===== src/rtl/decoder_nx2n_seq_if.sv =====
// Request/response bundle for the sequenced N-to-2**N decoder.
// master drives the select/control inputs; slave (the decoder) returns z/valid/wrap.
interface decoder_nx2n_seq_if #(
  parameter int unsigned N = 2
) ();
  localparam int unsigned W = 1 << N;

  logic         en;
  logic [1:0]   mode;
  logic [N-1:0] a;
  logic         load;
  logic [W-1:0] z;
  logic         valid;
  logic         wrap;

  modport master (
    output en, mode, a, load,
    input  z, valid, wrap
  );

  modport slave (
    input  en, mode, a, load,
    output z, valid, wrap
  );
endinterface


===== src/rtl/decoder_nx2n_seq.sv =====
// Registered N-to-2**N decoder with decode, thermometer, scan and hold modes.
// A scan counter walks the one-hot output and flags wrap-around; z is optionally active-low.
module decoder_nx2n_seq #(
  parameter int unsigned N          = 2,
  parameter bit          ACTIVE_LOW = 1'b0
) (
  input  logic               clk,
  input  logic               rst,
  decoder_nx2n_seq_if.slave  bus
);
  localparam int unsigned W = 1 << N;

  typedef enum logic [1:0] {
    ModeDecode = 2'b00,
    ModeTherm  = 2'b01,
    ModeScan   = 2'b10,
    ModeHold   = 2'b11
  } mode_e;

  mode_e        mode;
  logic [W-1:0] z_q, z_d;
  logic         valid_q, valid_d;
  logic         wrap_q, wrap_d;
  logic [N-1:0] cnt_q, cnt_d;
  logic [N-1:0] scan_sel;
  logic [W-1:0] onehot_a, onehot_scan, therm;

  assign mode = mode_e'(bus.mode);

  // A load in an enabled scan cycle shows the loaded index right away.
  assign scan_sel = bus.load ? bus.a : cnt_q;

  always_comb begin
    onehot_a              = '0;
    onehot_a[bus.a]       = 1'b1;
    onehot_scan           = '0;
    onehot_scan[scan_sel] = 1'b1;
    therm                 = '0;
    for (int unsigned k = 0; k < W; k++) begin
      therm[k] = (k[N-1:0] <= bus.a);
    end
  end

  always_comb begin
    z_d     = '0;
    valid_d = bus.en;
    wrap_d  = 1'b0;
    cnt_d   = bus.load ? bus.a : cnt_q;
    if (mode == ModeHold) begin
      z_d     = z_q;
      valid_d = valid_q;
    end else if (bus.en) begin
      unique case (mode)
        ModeDecode: z_d = onehot_a;
        ModeTherm:  z_d = therm;
        ModeScan: begin
          z_d    = onehot_scan;
          wrap_d = &scan_sel;
          cnt_d  = scan_sel + N'(1);
        end
        default:    z_d = '0;
      endcase
    end
  end

  always_ff @(posedge clk) begin
    if (rst) begin
      z_q     <= '0;
      valid_q <= 1'b0;
      wrap_q  <= 1'b0;
      cnt_q   <= '0;
    end else begin
      z_q     <= z_d;
      valid_q <= valid_d;
      wrap_q  <= wrap_d;
      cnt_q   <= cnt_d;
    end
  end

  assign bus.z     = ACTIVE_LOW ? ~z_q : z_q;
  assign bus.valid = valid_q;
  assign bus.wrap  = wrap_q;
endmodule


===== src/flat_wrapper.sv =====
// flat-port wrapper written by rule: the top's interface ports become plain ports
module decoder_nx2n_seq_flat 
#(
  parameter int unsigned N          = 2,
  parameter bit          ACTIVE_LOW = 1'b0
)
  (clk, rst, bus_en, bus_mode, bus_a, bus_load, bus_z, bus_valid, bus_wrap);
  decoder_nx2n_seq_if #(.N(N)) bus_i ();
  input  logic clk;
  input  logic rst;
  input wire logic [$bits(bus_i.en)-1:0] bus_en;
  input wire logic [$bits(bus_i.mode)-1:0] bus_mode;
  input wire logic [$bits(bus_i.a)-1:0] bus_a;
  input wire logic [$bits(bus_i.load)-1:0] bus_load;
  output wire logic [$bits(bus_i.z)-1:0] bus_z;
  output wire logic [$bits(bus_i.valid)-1:0] bus_valid;
  output wire logic [$bits(bus_i.wrap)-1:0] bus_wrap;
  assign bus_i.en = bus_en;
  assign bus_i.mode = bus_mode;
  assign bus_i.a = bus_a;
  assign bus_i.load = bus_load;
  assign bus_z = bus_i.z;
  assign bus_valid = bus_i.valid;
  assign bus_wrap = bus_i.wrap;
  decoder_nx2n_seq #(.N(N), .ACTIVE_LOW(ACTIVE_LOW)) u_core (.clk(clk), .rst(rst), .bus(bus_i));
endmodule

===== config.mk =====
export PLATFORM = sky130hd
export DESIGN_NAME = decoder_nx2n_seq_flat
export DESIGN_NICKNAME = d
export VERILOG_FILES = /design/src/rtl/decoder_nx2n_seq_if.sv /design/src/rtl/decoder_nx2n_seq.sv /design/src/flat_wrapper.sv
export SDC_FILE = /design/constraint.sdc
export NUM_CORES = 1
export LEC_CHECK = 0
export ABC_AREA = 1
export ABC_CLOCK_PERIOD_IN_PS = 2200
export BUFFER_PORTS_ARGS = -buffer_cell sky130_fd_sc_hd__buf_2
export CORE_AREA = 5 5 42 44
export CTS_CLUSTER_SIZE = 28
export DETAILED_ROUTE_END_ITERATION = 10
export DIE_AREA = 0 0 47 49
export GPL_TIMING_DRIVEN = 1
export PLACE_DENSITY = 0.59
export SYNTH_ARGS = -nofsm -noshare
export SYNTH_HDL_FRONTEND = slang
export SYNTH_SLANG_ARGS = --single-unit

===== constraint.sdc =====
create_clock -name clk -period 2.2 [get_ports clk]
set_clock_uncertainty 0.15 [all_clocks]
set_input_delay 0.11 -clock clk [delete_from_list [all_inputs] [get_ports clk]]
set_output_delay 0.11 -clock clk [all_outputs]
set_load 0.01 [all_outputs]

Word-level counts from Yosys, hierarchy flattened
Index checks and enable logic that the tools add are counted.
- register bits after elaboration: 8
- $add $sub $neg: 1
- $lt $le $gt $ge: 8
- equality and inequality tests: 3
- muxes and demuxes: 10
- bitwise logic cells: 2
- reductions and logical operators: 5
- operator list (cell ; number):
    $pmux W4 S3 ; 1
    $mux W2 ; 4
    $lt A2 B3 Y1 const B ; 2
    $demux W1 S2 ; 2
    $eq A2 B2 Y1 const B ; 2
    $ge A2 B1 Y1 const B ; 2
    $le A1 B2 Y1 const A ; 2
    $le A2 B2 Y1 const A ; 2
    $mux W4 ; 1
    $reduce_or A4 Y1 ; 1
    $add A2 B1 Y2 const B ; 1
    $eq A2 B1 Y1 const B ; 1
    $logic_and A1 B1 Y1 ; 2
    $logic_not A2 Y1 ; 1
    $mux W1 ; 2
    $not A1 Y1 ; 2
    $reduce_and A2 Y1 ; 1

Longest topological paths before layout
Gate-level depths: netlist of run 1.
- word-level depth: 7
- mapped depth: 9
- gate-level depth less buffers: 9

Least setup slack after synthesis of run 1
OpenSTA, ideal clock, no wires.
- kind: register -> register
- start point: register u_core.cnt_q[0]
- end point: register u_core.z_q[3], in the netlist u_core.bus.z[3]
- setup time: 0.128 ns
- data arrival time: 1.024 ns
- data required time: 1.922 ns
- path slack: 0.899 ns
- stages on the path, launching flop included: 8
- clock period less this slack: 1.301 ns
- cells stage by stage: dfxtp_1 o21ai_1 inv_1 ha_1 nand2_1 nand2_1 nand2_1 a21oi_1
- cells in the longest elaborated chain, start to end: 7
- elaborated cells on any way between the ends: 8
- classes of those cells: order compare (2); mux (5); reduce/logical (1)
- ends and longest elaborated chain (element ; line ; RTL):
    start: declaration ; decoder_nx2n_seq.sv:24 ; logic [N-1:0] cnt_q, cnt_d;
    start signal: assignment ; decoder_nx2n_seq.sv:76 ; cnt_q <= cnt_d;
    $mux W2 (*) ; decoder_nx2n_seq.sv:31 ; assign scan_sel = bus.load ? bus.a : cnt_q;
    $lt A2 B3 Y1 (not written as such) / $ge A2 B1 Y1 (equally long branches) ; decoder_nx2n_seq.sv:37 ; onehot_scan[scan_sel] = 1'b1;
    $logic_and A1 B1 Y1 (not written as such) ; decoder_nx2n_seq.sv:37 ;
    $mux W1 (not written as such) ; decoder_nx2n_seq.sv:37 ;
    $demux W1 S2 (*) ; n/a ;
    net u_core.onehot_scan[3] ; decoder_nx2n_seq.sv:26 ; logic [W-1:0] onehot_a, onehot_scan, therm;
    $pmux W4 S3 (*) ; decoder_nx2n_seq.sv:53 ; unique case (mode)
    $mux W4 (*) ; decoder_nx2n_seq.sv:52 ; end else if (bus.en) begin
    end signal: assignment ; decoder_nx2n_seq.sv:73 ; z_q <= z_d;
    end: declaration ; decoder_nx2n_seq.sv:21 ; logic [W-1:0] z_q, z_d;
The timed path passes the listed nets; every way through them passes the cells marked *.
A chain may end at the register's enable or synchronous reset.

Worst setup path after layout of run 1
Ends and elaborated chain as after synthesis.

==> out/metrics.yaml, run 1 <==
finish:
  drive_gt1_share_pct: 22.0
  n_antenna_cell: 0
  flow.area_growth_from_synthesis_pct: 25.5
  most-common-layout-cells: "nand2_1 (22), buf_2 (13), dfxtp_1 (8)"
  fillCellCount: 169
  layout.cells.most_common: "nand2_1"
  fin_nets: 96
clock_tree:
  cts.path.max_buffers: 2
  cts_sinks: 8
  htree_num_levels: 1
  cts_hold_buf: 1
  tritoncts: "built"
  cts.repair.resized: 0
  cts_inserted_buffers: 3
  clk-insertion-delay-late_ps: 250
  cts_setup_buffers: 0
  clkTransAtPathRegs_ps: 50
  clockRootBuffer: "clkbuf_4"
synth:
  synthesis.instances: 66
  synthDistinctLibCells: 14
  synth.ff_latch_count: 8
  mappedNetlistArea_um2: 447
  syn-num-nets: 78
  synthesis.area_per_instance_um2: 6.77
  yosysWarningCount: 0
  synth_sequential_area_ratio_pct: 35.9
run:
  timing.max_cap.violations: 0
setup_path:
  cp_max_fo: 5
  timing.critical_path.from_type: "flip-flop"
  worstPathCellList: "o21ai_1, inv_1, ha_1, nand2_1, nand2_1, nand2_1, a21oi_1"
  endpoint: "u_core.bus.z[3]$_SDFFE_PP0N_"
  worstPathBufferInverterCount: 1
  end_kind: "flip-flop"
  timing.critical_path.from: "u_core.cnt_q[0]$_SDFF_PP0_"
  worst-path-stages: 7
  crit-reg2reg-launch: "u_core.cnt_q[0]$_SDFF_PP0_"
  path_delay_family: "compound AO/OA/AOI/OAI gates"
  cp_common_cell: "nand2_1"
  timing.rr.end: "u_core.bus.z[3]$_SDFFE_PP0N_"
  critical_path.slowest_cell: "o21ai_1"
  arrival_ps: 1410
  critical_path.max_stage_delay_ps: 310
  rr_worst_depth: 7
  worst-r2r-setup-slack_ps: 780
  required_ps: 2190
  crit_type: "flip-flop to flip-flop"
route:
  wl_um: 913
  drt-wirelength-per-cell_um: 9.32
  via_per_instance_ratio: 4.47
  drt_pass1_iterations: 3
  ant_nets: 0
  dr_total_vias: 438
  first_iter_violations: 4
  drc: 0
status:
  status: "finished clean"
pwr:
  seq_power_share_pct: 47.4
  clock_power_share_pct: 34.0
  power_report.internal_total_mw: 0.239
  leakage_nw: 0.292
  power.switching_mw: 0.0882
  netSwitchingFraction_pct: 27.0
  power.share.combinational_pct: 18.7
  worst_ir_drop_on_vdd_mv: 0.307
  power-per-cell-area_nw_per_um2: 583
global_routing:
  initial_antenna_violation_count: 0
  grt.overflow.total: 0
  first_global_vias: 370
  track_usage_pct: 8.73
  grt_first_pass_wirelength_um: 1480
  largest_net_degree_at_the_start_of_global_routing: 9
timing:
  timing.final.hold_violations: 0
  max_clock_freq_mhz: 705
  fin_tns_setup_ps: 0
  timing_worst_slew_pin_value_ps: 359
  finalCritPeriodShare_pct: 64.5
  fin_hold_ws_ps: 6.05
  report.final.slew_viol_count: 0
  final_period_minus_worst_setup_slack_ps: 1420
  fin_ws_ps: 781
  rsz0062_at_grt: "no"
  setup_viol: 0
  slew_headroom_pct: 75.9
die:
  i_o_pin_count: 14
  die_height_um: 49
  fp.dieArea_um2: 2300
  design.core.area_um2: 1400
  floorplan.rows: 14
  die-width_um: 47
  initial_utilization_pct: 31.9
min_path:
  timing.hold.worst.class: "input port to flip-flop"
place:
  detailedPlace.worstSlack_ps: 778
  dpl.hpwl_um: 743
  finalWeightedCongestion: 0.731
  numPortBuffers: 13
==> final cells by class <==
cell class / instances / area, µm² / area share, %
flip-flops and latches: 8 / 160 / 28.6
clock buffers: 3 / 22.5 / 4.02
inverters: 8 / 30.0 / 5.36
well taps: 16 / 20.0 / 3.57
repair buffers: 14 / 75.1 / 13.4
multi-input cells: 49 / 253 / 45.1
==> through the flow <==
step | util [%] | cell area (µm²) | total power, mW | std cells
2_1_floorplan | - | 447 | 0.196 | 66
3_3_place_gp | 37.7 | 528 | 0.218 | 94
3_5_place_dp | 37.7 | 528 | 0.218 | 94
4_1_cts | 40.0 | 561 | 0.333 | 98
5_1_grt | 40.0 | 561 | 0.348 | 98
6_report | 40.0 | 561 | 0.327 | 98
==> worst reg2reg max path, cell delays in order, from the launching register on <==
cell	delay, ps
dfxtp_1	290
o21ai_1	310
inv_1	120
ha_1	220
nand2_1	60
nand2_1	40
nand2_1	50
a21oi_1	50
==> registers in the layout, summed over array words and instances, names as in the netlist <==
register,flops
u_core.bus.valid,1
u_core.bus.wrap,1
u_core.bus.z,4
u_core.cnt_q,2
==> cell usage after synthesis (all sizes together) <==
cell type | number | area [µm²]
a21oi | 7 | 35.0
buf | 1 | 3.75
dfxtp | 8 | 160
ha | 4 | 50.1
inv | 8 | 30.0
nand2 | 22 | 82.6
nand3 | 5 | 25.0
nor2 | 6 | 30.0
nor3 | 1 | 5.00
nor3b | 1 | 7.51
o21ai | 2 | 10.0
o21bai | 1 | 7.51
==> power groups by stage <==
stage | Combinational, mW | Clock (mW) | Sequential [mW]
CTS | 0.0624 | 0.116 | 0.155
finish | 0.0610 | 0.111 | 0.155
global route | 0.0715 | 0.122 | 0.155
global placement | 0.0605 | 0 | 0.158
detailed placement | 0.0606 | 0 | 0.158
floorplan | 0.0357 | 0 | 0.160
==> worst min-delay path by stage <==
stage	cells after the start	end	slack (ps)	from
final	3	u_core.bus.z[2]$_SDFFE_PP0N_	6	bus_en
after global routing	3	u_core.bus.z[1]$_SDFFE_PP0N_	20	bus_en
after CTS	3	u_core.bus.z[2]$_SDFFE_PP0N_	7	bus_en
after detailed placement	2	u_core.bus.z[0]$_SDFFE_PP0N_	240	rst
after global placement	2	u_core.bus.z[0]$_SDFFE_PP0N_	230	rst
after floorplan	2	u_core.bus.z[1]$_SDFFE_PP0N_	100	bus_en
==> metal layers <==
metal / share of wire [%] / vias to the layer above / GRT usage [%]
met3: 9.6 / 2 / 5.54
met2: 45 / 12 / 13.3
met1: 44 / 184 / 10.3
li1: - / 240 / -
met5: 0 / - / 0
met4: 0.99 / 0 / 1.38
==> logic make-up (layout without fill, tap and decap cells) <==
group,after synthesis,count (layout),share of synthesized area (%)
simple gates,35,35,33.6
compound gates,10,10,11.8
buf+inv,9,25,7.56
flops,8,8,35.9
fa+ha+maj,4,4,11.2
No activity file was read; power rests on OpenSTA's default activity.
==> run 2, diff against run 1 <==
--- a/config.mk
+++ b/config.mk
@@ -5,15 +5,15 @@
 export SDC_FILE = /design/constraint.sdc
 export NUM_CORES = 1
 export LEC_CHECK = 0
-export ABC_AREA = 1
-export ABC_CLOCK_PERIOD_IN_PS = 2200
+export ABC_AREA = 0
+export ABC_CLOCK_PERIOD_IN_PS = 1500
 export BUFFER_PORTS_ARGS = -buffer_cell sky130_fd_sc_hd__buf_2
 export CORE_AREA = 5 5 42 44
 export CTS_CLUSTER_SIZE = 28
 export DETAILED_ROUTE_END_ITERATION = 10
 export DIE_AREA = 0 0 47 49
 export GPL_TIMING_DRIVEN = 1
-export PLACE_DENSITY = 0.59
+export PLACE_DENSITY = 0.61
 export SYNTH_ARGS = -nofsm -noshare
 export SYNTH_HDL_FRONTEND = slang
 export SYNTH_SLANG_ARGS = --single-unit
==> constraint.sdc (replaced) <==
create_clock -name clk -period 1.5 [get_ports clk]
set_clock_uncertainty 0.15 [all_clocks]
set_input_delay 0.075 -clock clk [delete_from_list [all_inputs] [get_ports clk]]
set_output_delay 0.075 -clock clk [all_outputs]
set_load 0.01 [all_outputs]
==> run 2 against run 1 <==
  * Sequential share of layout area is 1.7 points lower
  * Total power increased by 51%
  * Count of clock-buffer cells in the layout did not move
  * Largest power group unchanged
  * Sequential power increased by 48%
  * Via count fell by 2.5%
  * Critical path depth is 1 lower
  * Final area is 6.2% higher
  * Synthesized cell count is 23% lower
  * Area after synthesis rose by 4.5%
  * First-iteration DRC count increased by 25%
  * Final cell count decreased by 14%
==> out/metrics.yaml, run 2 <==
status:
  status: "finished clean"
synth:
  yosysMostFrequentCell: "dfxtp_1"
  yosysWarningCount: 0  # unchanged
  synth_sequential_area_ratio_pct: 34.3  # -1.5 points
  post_synth_fa_ha_maj_area_fraction_pct: 10.7  # -0.48 points
  syn-num-nets: 63  # -19%
  post_synthesis_compound_gate_area_fraction_pct: 15.3  # +3.5 points
  synth-xor-area-share_pct: 1.88  # +1.9 points
  synthTopCellsByArea: "dfxtp_1 (34%), ha_1 (11%), nor2_1 (4.8%), mux2i_1 (4.3%), and3b_1 (3.8%)"
  ys_dominant_reg_cell: "dfxtp_1"
  main_combinational_cell_family_by_area_after_synthesis: "simple AND/OR/NAND/NOR gates"
  async_reset_ff_share_pct: 0  # unchanged
  synth_simple_gate_area_share_pct: 22.5  # -11 points
  synth-edff-count: 0  # unchanged
  synth.ff_latch_count: 8  # unchanged
  synth.area.mux_share_pct: 7.24  # +7.2 points
  synthesis.area_per_instance_um2: 9.15  # +35%
  mappedNetlistArea_um2: 467  # +4.5%
  synthDistinctLibCells: 25  # +11
  yosysTopAreaCellShare_pct: 34.3  # -1.5 points
  yosys.area.top_type: "dfxtp_1"
  synth_commonest_cells: "dfxtp_1 (8), nor2_1 (6), ha_1 (4)"
  synthesis.instances: 51  # -23%
finish:
  n_antenna_cell: 0  # unchanged
  drive_gt1_share_pct: 29.4  # +7.5 points
  final_standard_cell_count_with_taps_included_and_fillers_excluded: 84  # -14%
  most-common-layout-cells: "buf_2 (13), dfxtp_1 (8), nor2_1 (6)"
  layout.cells.most_common: "buf_2"
  fin_nets: 82  # -15%
  flow.area_growth_from_synthesis_pct: 27.6
  largest_register_ffs: 4  # unchanged
timing:
  fin_tns_setup_ps: 0  # unchanged
  max_clock_freq_mhz: 747  # +6.0%
  report.final.slew_viol_count: 0  # unchanged
  final_period_minus_worst_setup_slack_ps: 1340  # -80.4 ps
  finalCritPeriodShare_pct: 89.3  # +25 points
  timing.final.hold_violations: 0  # unchanged
  fin_hold_ws_ps: 6.59  # +0.539 ps
  setup_viol: 0  # unchanged
  slew_headroom_pct: 81.9  # +6.0 points
  rsz0062_at_grt: "no"
  timing_worst_slew_pin_value_ps: 267  # -92.3 ps
die:
  design.core.area_um2: 1400  # unchanged
  fp.dieArea_um2: 2300  # unchanged
  floorplan.rows: 14  # unchanged
  i_o_pin_count: 14  # unchanged
  initial_utilization_pct: 33.3  # +1.4 points
  die_height_um: 49  # unchanged
  die-width_um: 47  # unchanged
route:
  via_per_instance_ratio: 5.08  # +14%
  ant_nets: 0  # unchanged
  drt_pass1_iterations: 3  # unchanged
  drc: 0  # unchanged
  dr_total_vias: 427  # -2.5%
  drt-wirelength-per-cell_um: 11.0  # +18%
  wl_um: 920  # +0.77%
  first_iter_violations: 5  # +1
setup_path:
  worstPathCellList: "mux2i_2, inv_1, ha_1, and3b_1, a21oi_1, o22ai_1"
  path_delay_family: "flip-flops"
  critical_path.max_stage_delay_ps: 300  # about the same
  timing.critical_path.from_type: "flip-flop"
  cp_max_fo: 2  # -3
  crit_type: "flip-flop to flip-flop"
  end_kind: "flip-flop"
  critical_path.slowest_cell: "dfxtp_1"
  arrival_ps: 1330  # -80 ps
  required_ps: 1490  # -700 ps
  worstPathBufferInverterCount: 1  # unchanged
pwr:
  leakage_nw: 0.278  # -4.9%
  worst_ir_drop_on_vdd_mv: 0.510  # +66%
  power-per-cell-area_nw_per_um2: 830  # +42%
  totalPowerFinal_mw: 0.494  # +51%
place:
  dpl.hpwl_um: 727  # -2.1%
  dp.cells: 77  # -18%
  numPortBuffers: 13  # unchanged
  finalWeightedCongestion: 0.729  # -0.26%
clock_tree:
  htree_num_levels: 1  # unchanged
  clk-insertion-delay-late_ps: 250  # about the same
  cts_inserted_buffers: 3  # unchanged
  clkTransAtPathRegs_ps: 60  # about the same
  cts_setup_buffers: 0  # unchanged
  cts.path.max_buffers: 2  # unchanged
  clockRootBuffer: "clkbuf_4"
  tritoncts: "built"
  cts_sinks: 8  # unchanged
run:
  timing.max_cap.violations: 0  # unchanged
global_routing:
  initial_antenna_violation_count: 0  # unchanged
  track_usage_pct: 8.82  # +0.083 points
  first_global_vias: 363  # -1.9%
  grt.overflow.total: 0  # unchanged
  grt_first_pass_wirelength_um: 1500  # +0.94%
  largest_net_degree_at_the_start_of_global_routing: 15  # +6
min_path:
  timing.hold.worst.class: "input port to flip-flop"
run 2: changes by cell type in the layout (fill, tap and decap cells not counted), sizes merged, moves of 2 or more:
cell / previous run / this run
a21oi: 7 / 3
and3b: 0 / 2
dlygate4sd3: 1 / 4
inv: 8 / 2
mux2i: 0 / 3
nand2: 22 / 3
nand3: 5 / 3
nand4b: 0 / 2
run 2: logic make-up after synthesis:
group                    after synthesis
multiplexers                           3
XOR/XNOR                               1
AND/OR/NAND/NOR                       19
flip-flops                             8
AO/OA/AOI/OAI                         10
adder cells (fa/ha/maj)                4
buffers and inverters                  6
run 2: worst min-delay path, delay by kind of cell:
kind	cells	cell delay, ps
buf+inv	1	130
compound gates	1	70
simple gates	1	80
run 2: repair_timing:
action | 4_1_cts | 5_1_grt
resized for setup | 0 | 1
setup endpoints to repair | 0 | 1
hold endpoints to repair | 7 | 0
hold buffers | 4 | 0
run 2: final timing paths:
check	end	from	slack, ps	cells after the start
max	u_core.bus.z[1]$_SDFFE_PP0N_	u_core.cnt_q[0]$_SDFF_PP0_	160	6
min	u_core.bus.z[3]$_SDFFE_PP0N_	bus_a[0]	7	3
max reg2reg	u_core.bus.z[1]$_SDFFE_PP0N_	u_core.cnt_q[0]$_SDFF_PP0_	160	6
min reg2reg	u_core.bus.valid$_SDFFE_PP0N_	u_core.bus.valid$_SDFFE_PP0N_	310	2
run 2: per-stage QoR:
stage | setup WS (ps) | area (µm²) | utilization, %
CTS | 138 | 592 | 42.2
detailed placement | 152 | 529 | 37.8
global placement | 159 | 529 | 37.8
global route | 56.1 | 596 | 42.5
floorplan | 113 | 467 | -
finish | 161 | 596 | 42.5
run 2: final cells by class:
type / count / area, µm²
fillers: 151 / 806
multi-input cells: 37 / 273
flip-flops and latches: 8 / 160
repair buffers: 18 / 113
clock buffers: 3 / 22.5
well taps: 16 / 20.0
inverters: 2 / 7.51
run 2: routing by layer:
metal	GRT usage, %	vias up	part of all wire [%]
li1	-	214	-
met1	11.0	202	42
met2	12.9	9	50
met3	5.54	2	7.3
met4	1.38	0	1.1
met5	0	-	0
run 2: report_power, final:
part / switching, mW / internal, mW
registers: 0.00466 / 0.224
logic: 0.0525 / 0.0483
clock network: 0.0731 / 0.0916
total: 0.130 / 0.364
==> run 3, diff against run 2 <==
--- a/config.mk
+++ b/config.mk
@@ -6,14 +6,15 @@
 export NUM_CORES = 1
 export LEC_CHECK = 0
 export ABC_AREA = 0
-export ABC_CLOCK_PERIOD_IN_PS = 1500
+export ABC_CLOCK_PERIOD_IN_PS = 1100
 export BUFFER_PORTS_ARGS = -buffer_cell sky130_fd_sc_hd__buf_2
 export CORE_AREA = 5 5 42 44
 export CTS_CLUSTER_SIZE = 28
 export DETAILED_ROUTE_END_ITERATION = 10
 export DIE_AREA = 0 0 47 49
 export GPL_TIMING_DRIVEN = 1
-export PLACE_DENSITY = 0.61
+export PLACE_DENSITY = 0.63
+export SLEW_MARGIN = 40
 export SYNTH_ARGS = -nofsm -noshare
 export SYNTH_HDL_FRONTEND = slang
 export SYNTH_SLANG_ARGS = --single-unit
==> constraint.sdc (replaced) <==
create_clock -name clk -period 1.1 [get_ports clk]
set_clock_uncertainty 0.15 [all_clocks]
set_input_delay 0.055 -clock clk [delete_from_list [all_inputs] [get_ports clk]]
set_output_delay 0.055 -clock clk [all_outputs]
set_load 0.01 [all_outputs]
==> run 3 against run 2 <==
  * Non-clock buffer count up 3
  * Core utilization up 4.4 points
  * Die area unchanged
  * Global-route usage up 2.0 points
  * Highest routed layer unchanged
  * The flow now finishes with violations (hold timing, setup timing)
  * Count of clock-buffer cells in the layout unchanged
  * Wire length up 19%
  * Clock power up 41%
  * Fmax up 0.51%
  * Setup slack worse by 390 ps
==> out/metrics.yaml, run 3 (synthesized netlist as in run 2, its figures left out) <==
clock_tree:
  clk-insertion-delay-late_ps: 260  # about the same
  cts_setup_buffers: 0  # unchanged
  htree_num_levels: 1  # unchanged
  cts.path.max_buffers: 2  # unchanged
  cts_hold_buf: 3  # -1
  cts_sinks: 8  # unchanged
  cts_inserted_buffers: 3  # unchanged
  clockRootBuffer: "clkbuf_4"
  clkTransAtPathRegs_ps: 60  # about the same
  tritoncts: "built"
min_path:
  hold_path_startpoint: "bus_en"
  whs_endpoint: "u_core.bus.valid$_SDFFE_PP0N_"
  timing.hold.worst.class: "input port to flip-flop"
  whs_path_depth: 3  # unchanged
global_routing:
  initial_antenna_violation_count: 0  # unchanged
  grt_first_pass_wirelength_um: 1760  # +18%
  largest_net_degree_at_the_start_of_global_routing: 15  # unchanged
  track_usage_pct: 10.9  # +2.0 points
  grt.overflow.total: 0  # unchanged
  first_global_vias: 434  # +20%
setup_path:
  crit_type: "flip-flop to flip-flop"
  timing.critical_path.from_type: "flip-flop"
  timing.rr.end: "u_core.bus.z[1]$_SDFFE_PP0N_"
  cp_max_fo: 3  # +1
  crit-reg2reg-launch: "u_core.cnt_q[0]$_SDFF_PP0_"
  required_ps: 1100  # -390 ps
  critical_path.max_stage_delay_ps: 320  # +20 ps
  critical_path.slowest_cell: "dfxtp_2"
  worst-r2r-setup-slack_ps: -230  # -390 ps
  arrival_ps: 1330  # about the same
  worstPathCellList: "mux2i_4, inv_2, ha_2, and3b_1, a21oi_2, o22ai_1"
  rr_worst_depth: 6  # unchanged
  end_kind: "flip-flop"
timing:
  setup_viol: 7  # +7
  rsz0062_at_grt: "yes"
  max_clock_freq_mhz: 751  # +0.51%
  finalCritPeriodShare_pct: 121  # +32 points
  fin_ws_ps: -232  # -393 ps
  timing_worst_slew_pin_value_ps: 217  # -49.4 ps
  fin_hold_ws_ps: -27.8  # -34.4 ps
  timing.final.hold_violations: 4  # +4
  report.final.slew_viol_count: 0  # unchanged
  final_period_minus_worst_setup_slack_ps: 1330  # -6.81 ps
  slew_headroom_pct: 85.2  # +3.3 points
run:
  timing.max_cap.violations: 0  # unchanged
route:
  drc: 0  # unchanged
  drt-wirelength-per-cell_um: 12.6  # +15%
  ant_nets: 0  # unchanged
  first_iter_violations: 7  # +2
  via_per_instance_ratio: 5.05  # -0.73%
  wl_um: 1100  # +19%
  dr_total_vias: 439  # +2.8%
  drt_pass1_iterations: 4  # +1
die:
  i_o_pin_count: 14  # unchanged
  fp.dieArea_um2: 2300  # unchanged
  floorplan.rows: 14  # unchanged
  die_height_um: 49  # unchanged
  design.core.area_um2: 1400  # unchanged
  die-width_um: 47  # unchanged
  initial_utilization_pct: 33.3  # unchanged
finish:
  most-common-layout-cells: "buf_2 (13), nor2_1 (6), buf_4 (6), dfxtp_1 (6)"
  fin_util_pct: 46.9  # +4.4 points
  fin_nets: 85  # +3.7%
  drive_gt1_share_pct: 46.5  # +17 points
  largest_register_ffs: 4  # unchanged
  flow.area_growth_from_synthesis_pct: 40.8
  n_antenna_cell: 0  # unchanged
  layout.cells.most_common: "buf_2"
  final_standard_cell_count_with_taps_included_and_fillers_excluded: 87  # +3.6%
  fillCellCount: 152  # +0.66%
place:
  dpl.hpwl_um: 772  # +6.2%
  dp.cells: 82  # +6.5%
  finalWeightedCongestion: 0.700  # -4.0%
  numPortBuffers: 13  # unchanged
pwr:
  worst_ir_drop_on_vdd_mv: 0.603  # +18%
  power-per-cell-area_nw_per_um2: 1090  # +32%
  leakage_nw: 0.293  # +5.4%
status:
  status: "finished with violations"
  violations: "hold timing, setup timing"
[run 3: critical path, delay by kind of cell, from the launching register on]
family,cells,cell delay (ps)
muxes,1,180
adders and majority gates,1,170
buffers and inverters,1,60
AOI/OAI and AO/OA,2,180
and+or+nand+nor,1,170
DFF,1,320
[run 3: per-layer routing]
| layer | vias to the layer above | wire, µm | part of all wire, % | global-route usage [%] |
|---|---|---|---|---|
| met5 | - | 0 | 0 | 0 |
| met4 | 0 | 47 | 4.3 | 10.1 |
| met3 | 5 | 57 | 5.2 | 2.95 |
| met2 | 12 | 523 | 48 | 16.1 |
| met1 | 200 | 468 | 43 | 11.7 |
| li1 | 222 | - | - | - |
[run 3: worst max-delay path by stage]
stage,end,slack (ps),start
floorplan,u_core.bus.z[1]$_SDFFE_PP0N_,-210,u_core.cnt_q[0]$_SDFF_PP0_
global placement,u_core.bus.z[0]$_SDFFE_PP0N_,-220,bus_load
detailed placement,u_core.bus.z[1]$_SDFFE_PP0N_,-240,bus_load
CTS,u_core.bus.z[1]$_SDFFE_PP0N_,-240,u_core.cnt_q[0]$_SDFF_PP0_
global route,u_core.bus.z[1]$_SDFFE_PP0N_,-330,u_core.cnt_q[0]$_SDFF_PP0_
finish,u_core.bus.z[1]$_SDFFE_PP0N_,-230,u_core.cnt_q[0]$_SDFF_PP0_
[run 3: layout make-up]
class / count / area, µm² / share of cell area, %
clock buffers: 3 / 22.5 / 3.43
flip-flops and latches: 8 / 163 / 24.8
inverters: 2 / 7.51 / 1.14
multi-input cells: 37 / 314 / 47.8
repair buffers: 21 / 130 / 19.8
well taps: 16 / 20.0 / 3.05
[run 3: through the flow]
| stage | setup WS, ps | power, mW | setup TNS [ps] | cell area, µm² | hold WS, ps |
|---|---|---|---|---|---|
| detailed placement | -242 | 0.477 | -1250 | 593 | 185 |
| floorplan | -209 | 0.416 | -530 | 493 | -2.00 |
| CTS | -240 | 0.720 | -1240 | 648 | -21.9 |
| global route | -330 | 0.759 | -1550 | 657 | -6.97 |
| global placement | -220 | 0.475 | -1120 | 593 | 189 |
| finish | -232 | 0.719 | -1170 | 657 | -27.8 |
[run 3: report_power, final]
part / leakage (nW) / switching (mW) / internal [mW] / total [mW]
clock network: 0.0138 / 0.107 / 0.125 / 0.233
registers: 0.0662 / 0.00842 / 0.307 / 0.315
logic: 0.213 / 0.0864 / 0.0847 / 0.171
total: 0.293 / 0.202 / 0.517 / 0.719
[run 3: timing repair]
item	CTS	global route
pin swaps	2	1
setup endpoints to repair	7	8
hold endpoints to repair	8	1
gates resized for setup	1	4
cloned	0	0
